===== config.mk =====
export PLATFORM = sky130hd
export DESIGN_NAME = linear_output_serializer
export DESIGN_NICKNAME = d
export VERILOG_FILES = /design/src/rtl/linear_pkg.sv /design/src/rtl/beat_argmax_reduce.sv /design/src/rtl/linear_output_serializer.sv
export SDC_FILE = /design/constraint.sdc
export NUM_CORES = 2
export LEC_CHECK = 0
export CAP_MARGIN = 20
export CORE_AREA = 2 2 421 423
export DETAILED_ROUTE_END_ITERATION = 8
export DIE_AREA = 0 0 423 425
export DONT_BUFFER_PORTS = 1
export SKIP_CTS_REPAIR_TIMING = 1
export SKIP_LAST_GASP = 1
export SYNTH_ARGS = -nofsm -noshare
export SYNTH_HDL_FRONTEND = slang
export SYNTH_SLANG_ARGS = --single-unit

===== constraint.sdc =====
create_clock -name clk -period 19 [get_ports clk]
set_clock_uncertainty 0.1 [all_clocks]
set_input_delay 3.8 -clock clk [delete_from_list [all_inputs] [get_ports clk]]
set_output_delay 3.8 -clock clk [all_outputs]
set_load 0.05 [all_outputs]

===== src/rtl/linear_pkg.sv =====
// rtl/linear_pkg.sv - shared types and elaboration helpers for the linear output serializer
package linear_pkg;

  typedef enum logic [1:0] {
    ST_IDLE = 2'd0,
    ST_SEND = 2'd1,
    ST_DONE = 2'd2
  } state_t;

  // Returns the beat count, or 0 when the vector does not split into whole beats.
  function automatic int calc_beats(input int out_feature, input int beat_elems);
    if (beat_elems <= 0) return 0;
    if ((out_feature % beat_elems) != 0) return 0;
    return out_feature / beat_elems;
  endfunction

endpackage


===== src/rtl/beat_argmax_reduce.sv =====
// rtl/beat_argmax_reduce.sv - combinational (max value, slot) reduction over one beat
module beat_argmax_reduce #(
  parameter int pDATA_WIDTH = 8,
  parameter int pBEAT_ELEMS = 4,
  parameter int pSIGNED     = 1,
  parameter int pSLOT_W     = (pBEAT_ELEMS > 1) ? $clog2(pBEAT_ELEMS) : 1
) (
  input  logic [pDATA_WIDTH*pBEAT_ELEMS-1:0] in_elems,
  output logic [pDATA_WIDTH-1:0]             max_val,
  output logic [pSLOT_W-1:0]                 max_slot
);

  function automatic logic elem_gt(input logic [pDATA_WIDTH-1:0] a, input logic [pDATA_WIDTH-1:0] b);
    if (pSIGNED != 0) return $signed(a) > $signed(b);
    return a > b;
  endfunction

  logic [pDATA_WIDTH-1:0] w_elem;

  // Strict compare while scanning upward keeps the lowest slot on ties.
  always_comb begin
    max_val  = in_elems[pDATA_WIDTH-1:0];
    max_slot = '0;
    w_elem   = '0;
    for (int j = 1; j < pBEAT_ELEMS; j++) begin
      w_elem = in_elems[j*pDATA_WIDTH +: pDATA_WIDTH];
      if (elem_gt(w_elem, max_val)) begin
        max_val  = w_elem;
        max_slot = pSLOT_W'(j);
      end
    end
  end

endmodule


===== src/rtl/linear_output_serializer.sv =====
// rtl/linear_output_serializer.sv - captures a PE output vector, streams it as beats, tracks argmax
module linear_output_serializer
  import linear_pkg::*;
#(
  parameter int pDATA_WIDTH  = 8,
  parameter int pOUT_FEATURE = 128,
  parameter int pBEAT_ELEMS  = 4,
  parameter int pSIGNED      = 1
) (
  input  logic                                clk,
  input  logic                                rst,
  input  logic                                in_valid,
  input  logic [pDATA_WIDTH*pOUT_FEATURE-1:0] in_data,
  output logic                                in_ready,
  output logic                                overrun,
  output logic [pDATA_WIDTH*pBEAT_ELEMS-1:0]  m_data,
  output logic                                m_valid,
  input  logic                                m_ready,
  output logic                                m_last,
  output logic [$clog2(pOUT_FEATURE)-1:0]     argmax_idx,
  output logic [pDATA_WIDTH-1:0]              argmax_val,
  output logic                                argmax_valid
);

  localparam int pBEATS     = calc_beats(pOUT_FEATURE, pBEAT_ELEMS);
  localparam int pIDX_W     = $clog2(pOUT_FEATURE);
  localparam int pBEAT_W    = (pBEATS > 1) ? $clog2(pBEATS) : 1;
  localparam int pSLOT_W    = (pBEAT_ELEMS > 1) ? $clog2(pBEAT_ELEMS) : 1;
  localparam int pBEAT_BITS = pDATA_WIDTH * pBEAT_ELEMS;

  if (pBEATS == 0) begin : g_bad_cfg
    $error("pOUT_FEATURE must be a positive multiple of pBEAT_ELEMS");
  end

  state_t                              r_state;
  logic [pDATA_WIDTH*pOUT_FEATURE-1:0] r_hold;
  logic [pBEAT_W-1:0]                  r_beat;
  logic [pDATA_WIDTH-1:0]              r_max_val;
  logic [pIDX_W-1:0]                   r_max_idx;
  logic                                r_in_ready;
  logic                                r_m_valid;
  logic                                r_m_last;
  logic                                r_argmax_valid;
  logic                                r_overrun;

  logic [pBEAT_BITS-1:0]  w_beat_data;
  logic [pDATA_WIDTH-1:0] w_red_val;
  logic [pSLOT_W-1:0]     w_red_slot;
  logic [pIDX_W-1:0]      w_cand_idx;
  logic                   w_last;

  function automatic logic elem_gt(input logic [pDATA_WIDTH-1:0] a, input logic [pDATA_WIDTH-1:0] b);
    if (pSIGNED != 0) return $signed(a) > $signed(b);
    return a > b;
  endfunction

  assign w_beat_data = r_hold[r_beat*pBEAT_BITS +: pBEAT_BITS];
  assign w_last      = (r_beat == pBEAT_W'(pBEATS - 1));
  assign w_cand_idx  = pIDX_W'(int'(r_beat) * pBEAT_ELEMS + int'(w_red_slot));

  beat_argmax_reduce #(
    .pDATA_WIDTH (pDATA_WIDTH),
    .pBEAT_ELEMS (pBEAT_ELEMS),
    .pSIGNED     (pSIGNED),
    .pSLOT_W     (pSLOT_W)
  ) u_reduce (
    .in_elems (w_beat_data),
    .max_val  (w_red_val),
    .max_slot (w_red_slot)
  );

  always_ff @(posedge clk) begin
    if (rst) begin
      r_state        <= ST_IDLE;
      r_hold         <= '0;
      r_beat         <= '0;
      r_max_val      <= '0;
      r_max_idx      <= '0;
      r_in_ready     <= 1'b1;
      r_m_valid      <= 1'b0;
      r_m_last       <= 1'b0;
      r_argmax_valid <= 1'b0;
      r_overrun      <= 1'b0;
    end else begin
      // A capture request outside IDLE is dropped; only the pulse records it.
      r_overrun <= in_valid && (r_state != ST_IDLE);
      case (r_state)
        ST_IDLE: begin
          if (in_valid) begin
            r_hold     <= in_data;
            r_beat     <= '0;
            r_max_val  <= '0;
            r_max_idx  <= '0;
            r_in_ready <= 1'b0;
            r_m_valid  <= 1'b1;
            r_m_last   <= (pBEATS == 1);
            r_state    <= ST_SEND;
          end
        end
        ST_SEND: begin
          if (m_ready) begin
            if ((r_beat == '0) || elem_gt(w_red_val, r_max_val)) begin
              r_max_val <= w_red_val;
              r_max_idx <= w_cand_idx;
            end
            if (w_last) begin
              r_m_valid      <= 1'b0;
              r_m_last       <= 1'b0;
              r_argmax_valid <= 1'b1;
              r_state        <= ST_DONE;
            end else begin
              r_beat   <= r_beat + 1'b1;
              r_m_last <= (r_beat == pBEAT_W'(pBEATS - 2));
            end
          end
        end
        ST_DONE: begin
          r_argmax_valid <= 1'b0;
          r_in_ready     <= 1'b1;
          r_state        <= ST_IDLE;
        end
        default: begin
          r_in_ready     <= 1'b1;
          r_m_valid      <= 1'b0;
          r_m_last       <= 1'b0;
          r_argmax_valid <= 1'b0;
          r_state        <= ST_IDLE;
        end
      endcase
    end
  end

  assign in_ready     = r_in_ready;
  assign overrun      = r_overrun;
  assign m_data       = w_beat_data;
  assign m_valid      = r_m_valid;
  assign m_last       = r_m_last;
  assign argmax_idx   = r_max_idx;
  assign argmax_val   = r_max_val;
  assign argmax_valid = r_argmax_valid;

endmodule


After elaboration in Yosys (flattened, before gate mapping). Index checks and enable logic that the tools add are counted.

$add $sub $neg: 2. Order comparisons: 5. Equality and inequality tests: 9. Shift-type cells: 1. Multiplexer cells: 41. Bitwise gates (word level): 3. Reduce and logical (&&, ||, !) cells: 14.

Operator list (number): variable part select 1024 x 11 -> 32 bit (1); 2-to-1 mux 8 bit (6); > comparator 8 bit (5); 2-to-1 mux 7 bit (3); 2-to-1 mux 1 bit (16); case mux 8 bit (2 select lines) (1); 2-to-1 mux 5 bit (3); case mux 7 bit (2 select lines) (1); AND reduction 4 bit (3); equality test 5 bit, second input constant (2); 2-to-1 mux 2 bit (5); != test 2 bit, second input constant (5); case mux 5 bit (2 select lines) (1); AND reduction 3 bit (3); adder 7 x 2 -> 7 bit (1); case mux 1 bit (3 select lines) (2); adder 5 x 1 -> 5 bit, second input constant (1); zero test 5 bit (1); case mux 1 bit (2 select lines) (2); case mux 2 bit (2 select lines) (1); AND reduction 2 bit (2); nonzero test 2 bit (2); inverter 1 bit (3); equality test 2 x 1 -> 1 bit, second input constant (1); other kinds (4) (4).

Bits in registers: 1051. Input bits: 1028. Output and inout bits: 52. Logic and storage cells: 85.

Logic depth before layout (Yosys ltp).
Word-level depth: 16. Gate-level depth with buffers: 41. Depth with buffers taken out: 34.

By module. From an unflattened synthesis, not the netlist that was laid out.

Cells, all modules: 3175. Area, all modules: 41343.4 µm².

Modules (own cells, without submodules): linear_output_serializer (times used 1, cells an instance 3031, area each 40298.6 µm², seq. area each 21040.2 µm²); beat_argmax_reduce (times used 1, cells an instance 144, area each 1044.8 µm², seq. area each 0.0 µm²).

Worst setup path after synthesis. Ideal clock, no wire load.

Path kind: reg-to-reg. Start: register r_beat[0]. End: register r_max_val[0] (netlist: argmax_val[0]). Setup time: 122 ps. Arrival: 8469 ps. Required time: 18778 ps. Slack: 10309 ps. Stages on the path, launching flop included: 40. Path buffers: 7. Clock period less this slack: 8691 ps. Cell sequence: dfxtp_1 > buf_2 > buf_6 > nor2b_1 > buf_6 > buf_6 > a221oi_1 > o21ai_0 > a22o_1 > inv_1 > ha_1 > and3_1 > o211a_1 > a2111oi_0 > o22ai_1 > mux2_2 > ha_1 > a21o_1 > [... 4 more ...] > nor2_1 > a21o_1 > ha_1 > nor2b_1 > o21a_1 > o21ai_0 > nand3b_1 > a21oi_1 > clkbuf_1 > mux2i_1 > ha_1 > a21o_1 > a211oi_1 > o211ai_1 > a31oi_1 > clkbuf_1 > nor4_1 > a221o_1.

Longest elaborated chain between the ends: 15. Elaborated cells between the ends (all ways): 20. Those cells by class: 5 x order compare; 1 x eq/ne; 1 x shift; 10 x mux; 3 x reduce/logical.

Ends and longest elaborated chain: start: declaration (line linear_output_serializer.sv:37) `logic [pBEAT_W-1:0] r_beat;`; start signal: assignment (line linear_output_serializer.sv:112) `r_beat <= r_beat + 1'b1;`; variable part select 1024 x 11 -> 32 bit * (line linear_output_serializer.sv:57) `assign w_beat_data = r_hold[r_beat*pBEAT_BITS +: pBEAT_BITS];`; net m_data[12] (line linear_output_serializer.sv:16) `output logic [pDATA_WIDTH*pBEAT_ELEMS-1:0] m_data,`; > comparator 8 bit (line beat_argmax_reduce.sv:14) `if (pSIGNED != 0) return $signed(a) > $signed(b);`; 2-to-1 mux 8 bit * (line beat_argmax_reduce.sv:27) `if (elem_gt(w_elem, max_val)) begin`; > comparator 8 bit (line beat_argmax_reduce.sv:14); 2-to-1 mux 8 bit * (line beat_argmax_reduce.sv:27); > comparator 8 bit (line beat_argmax_reduce.sv:14); 2-to-1 mux 8 bit * (line beat_argmax_reduce.sv:27); > comparator 8 bit (on tied branches) (line linear_output_serializer.sv:54, linear_output_serializer.sv:53); 2-to-1 mux 1 bit (line linear_output_serializer.sv:54) `return a > b;`; 2-to-1 mux 1 bit (line linear_output_serializer.sv:101) `if (m_ready) begin`; 2-to-1 mux 1 bit (line linear_output_serializer.sv:87) `case (r_state)`; 2-to-1 mux 1 bit (line linear_output_serializer.sv:73) `if (rst) begin`; logical OR 1 bit (line linear_output_serializer.sv:102) `if ((r_beat == '0) || elem_gt(w_red_val, r_max_val)) begin`; != test 2 bit (no line); AND reduction 4 bit (no line); end signal: assignment (line linear_output_serializer.sv:103) `r_max_val <= w_red_val;`; end: declaration (line linear_output_serializer.sv:38) `logic [pDATA_WIDTH-1:0] r_max_val;`.

The timed path passes the listed nets; every way through them passes the cells marked *. The select of a mux whose other input is x is not followed. A chain may end at the register's enable or synchronous reset.

Final worst setup path.
Start: register r_beat[1]. End: register r_max_val[1] (netlist: argmax_val[1]).

The elaborated chain is that of the path after synthesis.

==> flow_summary.yaml <==
timing:
  finalHoldViolCount: 0
  fmax_mhz: 83.2
  setup_tns_ps: 0
  whs_ps: 352
  finalSetupViolations: 0
  rsz0062_at_grt: "no"
  slew_viol_final: 0
  fin_crit_ps: 12020
  worst_slew_pin_slew_ps: 1310
  fin_crit_sh_pct: 63.2
  slew_headroom_pct: 12.8
worst_setup_path:
  rr_endpoint: "argmax_val[1]"
  path_max_fanout: 49
  cpMostUsedCell: "buf_4"
  startpoint_type: "flop"
  ff2ff_path_depth: 36
  critPathMaxStageDelay_ps: 790
  end_kind: "flop"
  cp.arrival_ps: 12550
  cp.required_ps: 19540
  path_class: "flop to flop"
  r2r_start: "r_beat[1]"
  critPathLaunch: "r_beat[1]"
  critPathTopFamily: "compound AO/OA/AOI/OAI gates"
  r2r_slack_ps: 6980
  critical_path_buf_inv_count: 6
  slowest_stage: "buf_4"
power_and_ir_drop:
  clkPwrFrac_pct: 42.5
  power_density_nw_per_um2: 115
  leakage_uw: 0.0178
  netSwitchingFraction_pct: 30.0
  internal-power_uw: 4100
  p_seq_share_pct: 42.1
  combPwrFrac_pct: 15.4
  ir_drop_mv: 0.0791
  p_sw_uw: 1750
synth:
  synth_top_area_cell: "dfxtp_1"
  syn-cell-area_um2: 45200
  synth_edf_count: 0
  synth.avg_cell_area_um2: 8.36
  synth_flop_cell: "dfxtp_1"
  yosys_warnings: 0
  ys_top_cells_by_area: "dfxtp_1 (47%), nand2_1 (17%), a21oi_1 (12%), mux4_2 (8.9%), mux2i_1 (3.8%)"
  ys_ff_latch: 1051
  yosys.area.top_type_share_pct: 46.6
  syn-num-nets: 6466
  async_flop_share_pct: 0
  synth_cell_type_count: 59
  synth_cells: 5402
  synth-seq-area-share_pct: 46.6
cells_and_area:
  syn_to_final_growth_pct: 13.1
  register_area_um2: 21100
  nets: 6205
  multi_input_area_um2: 22000
  fillCellCount: 18900
  layout-drive-gt1-share_pct: 9.12
floorplanning:
  die_h_um: 425
  die_area_um2: 180000
  fp.dieW_um: 423
  start_util_pct: 25.8
  coreArea_um2: 175000
  placementRows: 154
  ios: 1080
hold_path:
  min_from: "r_hold[125]"
  min_path_type: "flop to flop"
  whs_endpoint: "r_hold[125]"
  min_path_cells: 2
routing:
  met2_length_mm: 112
  ant_nets: 0
  vias_per_cell: 5.10
  routed_wl_mm: 227
  wl_per_cell_um: 29.7
  drc_errors: 0
  dr.pass1.iters: 7
  highest_layer: "met5"
  wl_met1_mm: 90.0
  vias: 38900
  wl_met3_mm: 14.4
  drtIter0Drc: 3896
clock_tree:
  clkSinkCount: 1051
  path_clk_slew_ps: 60
  cts_made_buffers: 120
  insertion_delay_ps: 790
  cts_tree: "done"
  cts-root-buf: "clkbuf_16"
  h-tree-depth: 3
  clockBufferDepth: 3
grt:
  antenna_found_initial: 105
  grt_max_degree: 1053
  grt-ovfl-total: 0
  grt_usage_pct: 24.2
  grt_first_pass_wirelength_mm: 303
  grt_pass1_vias: 37000
placed_design:
  hpwl_mm: 177
  port_buffers: 0
  place_congestion: 0.939
run_status:
  outcome: "finished, final reports clean"
job:
  drv_cap: 0
==> cells in the mapped netlist, types with 8 or more instances <==
cell	n
nor2b_1	9
o221ai_1	52
o21ai_1	21
mux4_1	12
inv_1	39
ha_1	36
mux2i_1	173
o21ai_0	20
buf_2	28
nor2_1	23
dfxtp_1	1051
nand2_1	2071
a221oi_1	24
a21oi_1	1096
nand3_1	15
a211oi_1	9
a22oi_1	18
mux2_2	8
a22o_1	22
clkbuf_1	370
buf_4	18
buf_6	18
mux4_2	178
a21o_1	12
==> kinds of logic after synthesis <==
group | share of synthesized area [%]
multiplexers | 13.6
XOR/XNOR | 0.0582
AND/OR/NAND/NOR | 18.2
flip-flops | 46.6
buffers and inverters | 4.84
adder cells (fa/ha/maj) | 0.998
AO/OA/AOI/OAI | 15.7
==> layout by cell type (no fill, tap or decap), drive strengths merged, types with 22 or more instances in the layout <==
cell,synthesis,final
clkbuf,370,170
ha,36,36
mux4,190,190
diode,0,52
o21ai,41,41
buf,79,66
inv,39,49
a22o,22,22
dfxtp,1051,1051
a221oi,28,28
mux2i,173,173
o221ai,52,52
a21oi,1096,1096
nor2,24,24
nand2,2071,2071
==> how the worst max path moves through the flow <==
stage | endpoint | depth (start not counted)
after global routing | argmax_val[4] | 36
after floorplan | argmax_val[0] | 39
final | argmax_val[1] | 36
after global placement | argmax_val[1] | 33
after detailed placement | argmax_val[1] | 33
after CTS | argmax_val[1] | 33
==> final cells by class <==
class / count / area share [%]
Inverter: 39 / 0.287
Antenna cell: 52 / 0.255
Clock inverter: 50 / 1.28
Timing Repair Buffer: 66 / 1.24
Sequential cell: 1051 / 41.2
Clock buffer: 170 / 6.90
Multi-Input combinational cell: 3863 / 43.1
Tap cell: 2340 / 5.73
==> worst min-delay path, delay by kind of cell, from the launching register on <==
kind             cells  cell delay (ps)
AO/OA/AOI/OAI        1               50
flip-flops           1              300
AND/OR/NAND/NOR      1               50
==> layer usage <==
| metal | global-route usage, % | vias to the layer above |
|---|---|---|
| met2 | 41.0 | 1448 |
| met3 | 5.24 | 379 |
| li1 | - | 17900 |
| met5 | 0 | - |
| met4 | 11.7 | 40 |
| met1 | 28.9 | 19100 |
==> flip-flops by register name (all words and copies together) (netlist names) <==
name and flops:
argmax_idx 7, argmax_val 8, argmax_valid 1, r_state 2, overrun 1, m_last 1
r_beat 5, in_ready 1, m_valid 1, r_hold 1024
==> stage by stage <==
stage / worst slack, ps / utilization, % / cell area [um^2] / cells / total power (uW)
after CTS: 6240 / 29.0 / 50800 / 7572 / 5860
after detailed placement: 6300 / 26.6 / 46600 / 7352 / 3380
after global placement: 6320 / 26.6 / 46600 / 7352 / 3370
final: 6980 / 29.1 / 51100 / 7631 / 5850
after global routing: 6140 / 29.1 / 51000 / 7618 / 6080
after floorplan: 10310 / - / 45200 / 5402 / 3080
==> power by group through the flow <==
stage               combinational, uW  clock [uW]  sequential [uW]
finish                            903        2480             2460
CTS                               873        2530             2460
global placement                  866           0             2500
detailed placement                870           0             2510
global route                      991        2620             2470
floorplan                         631           0             2450
Power figures use the tool's default switching activity.
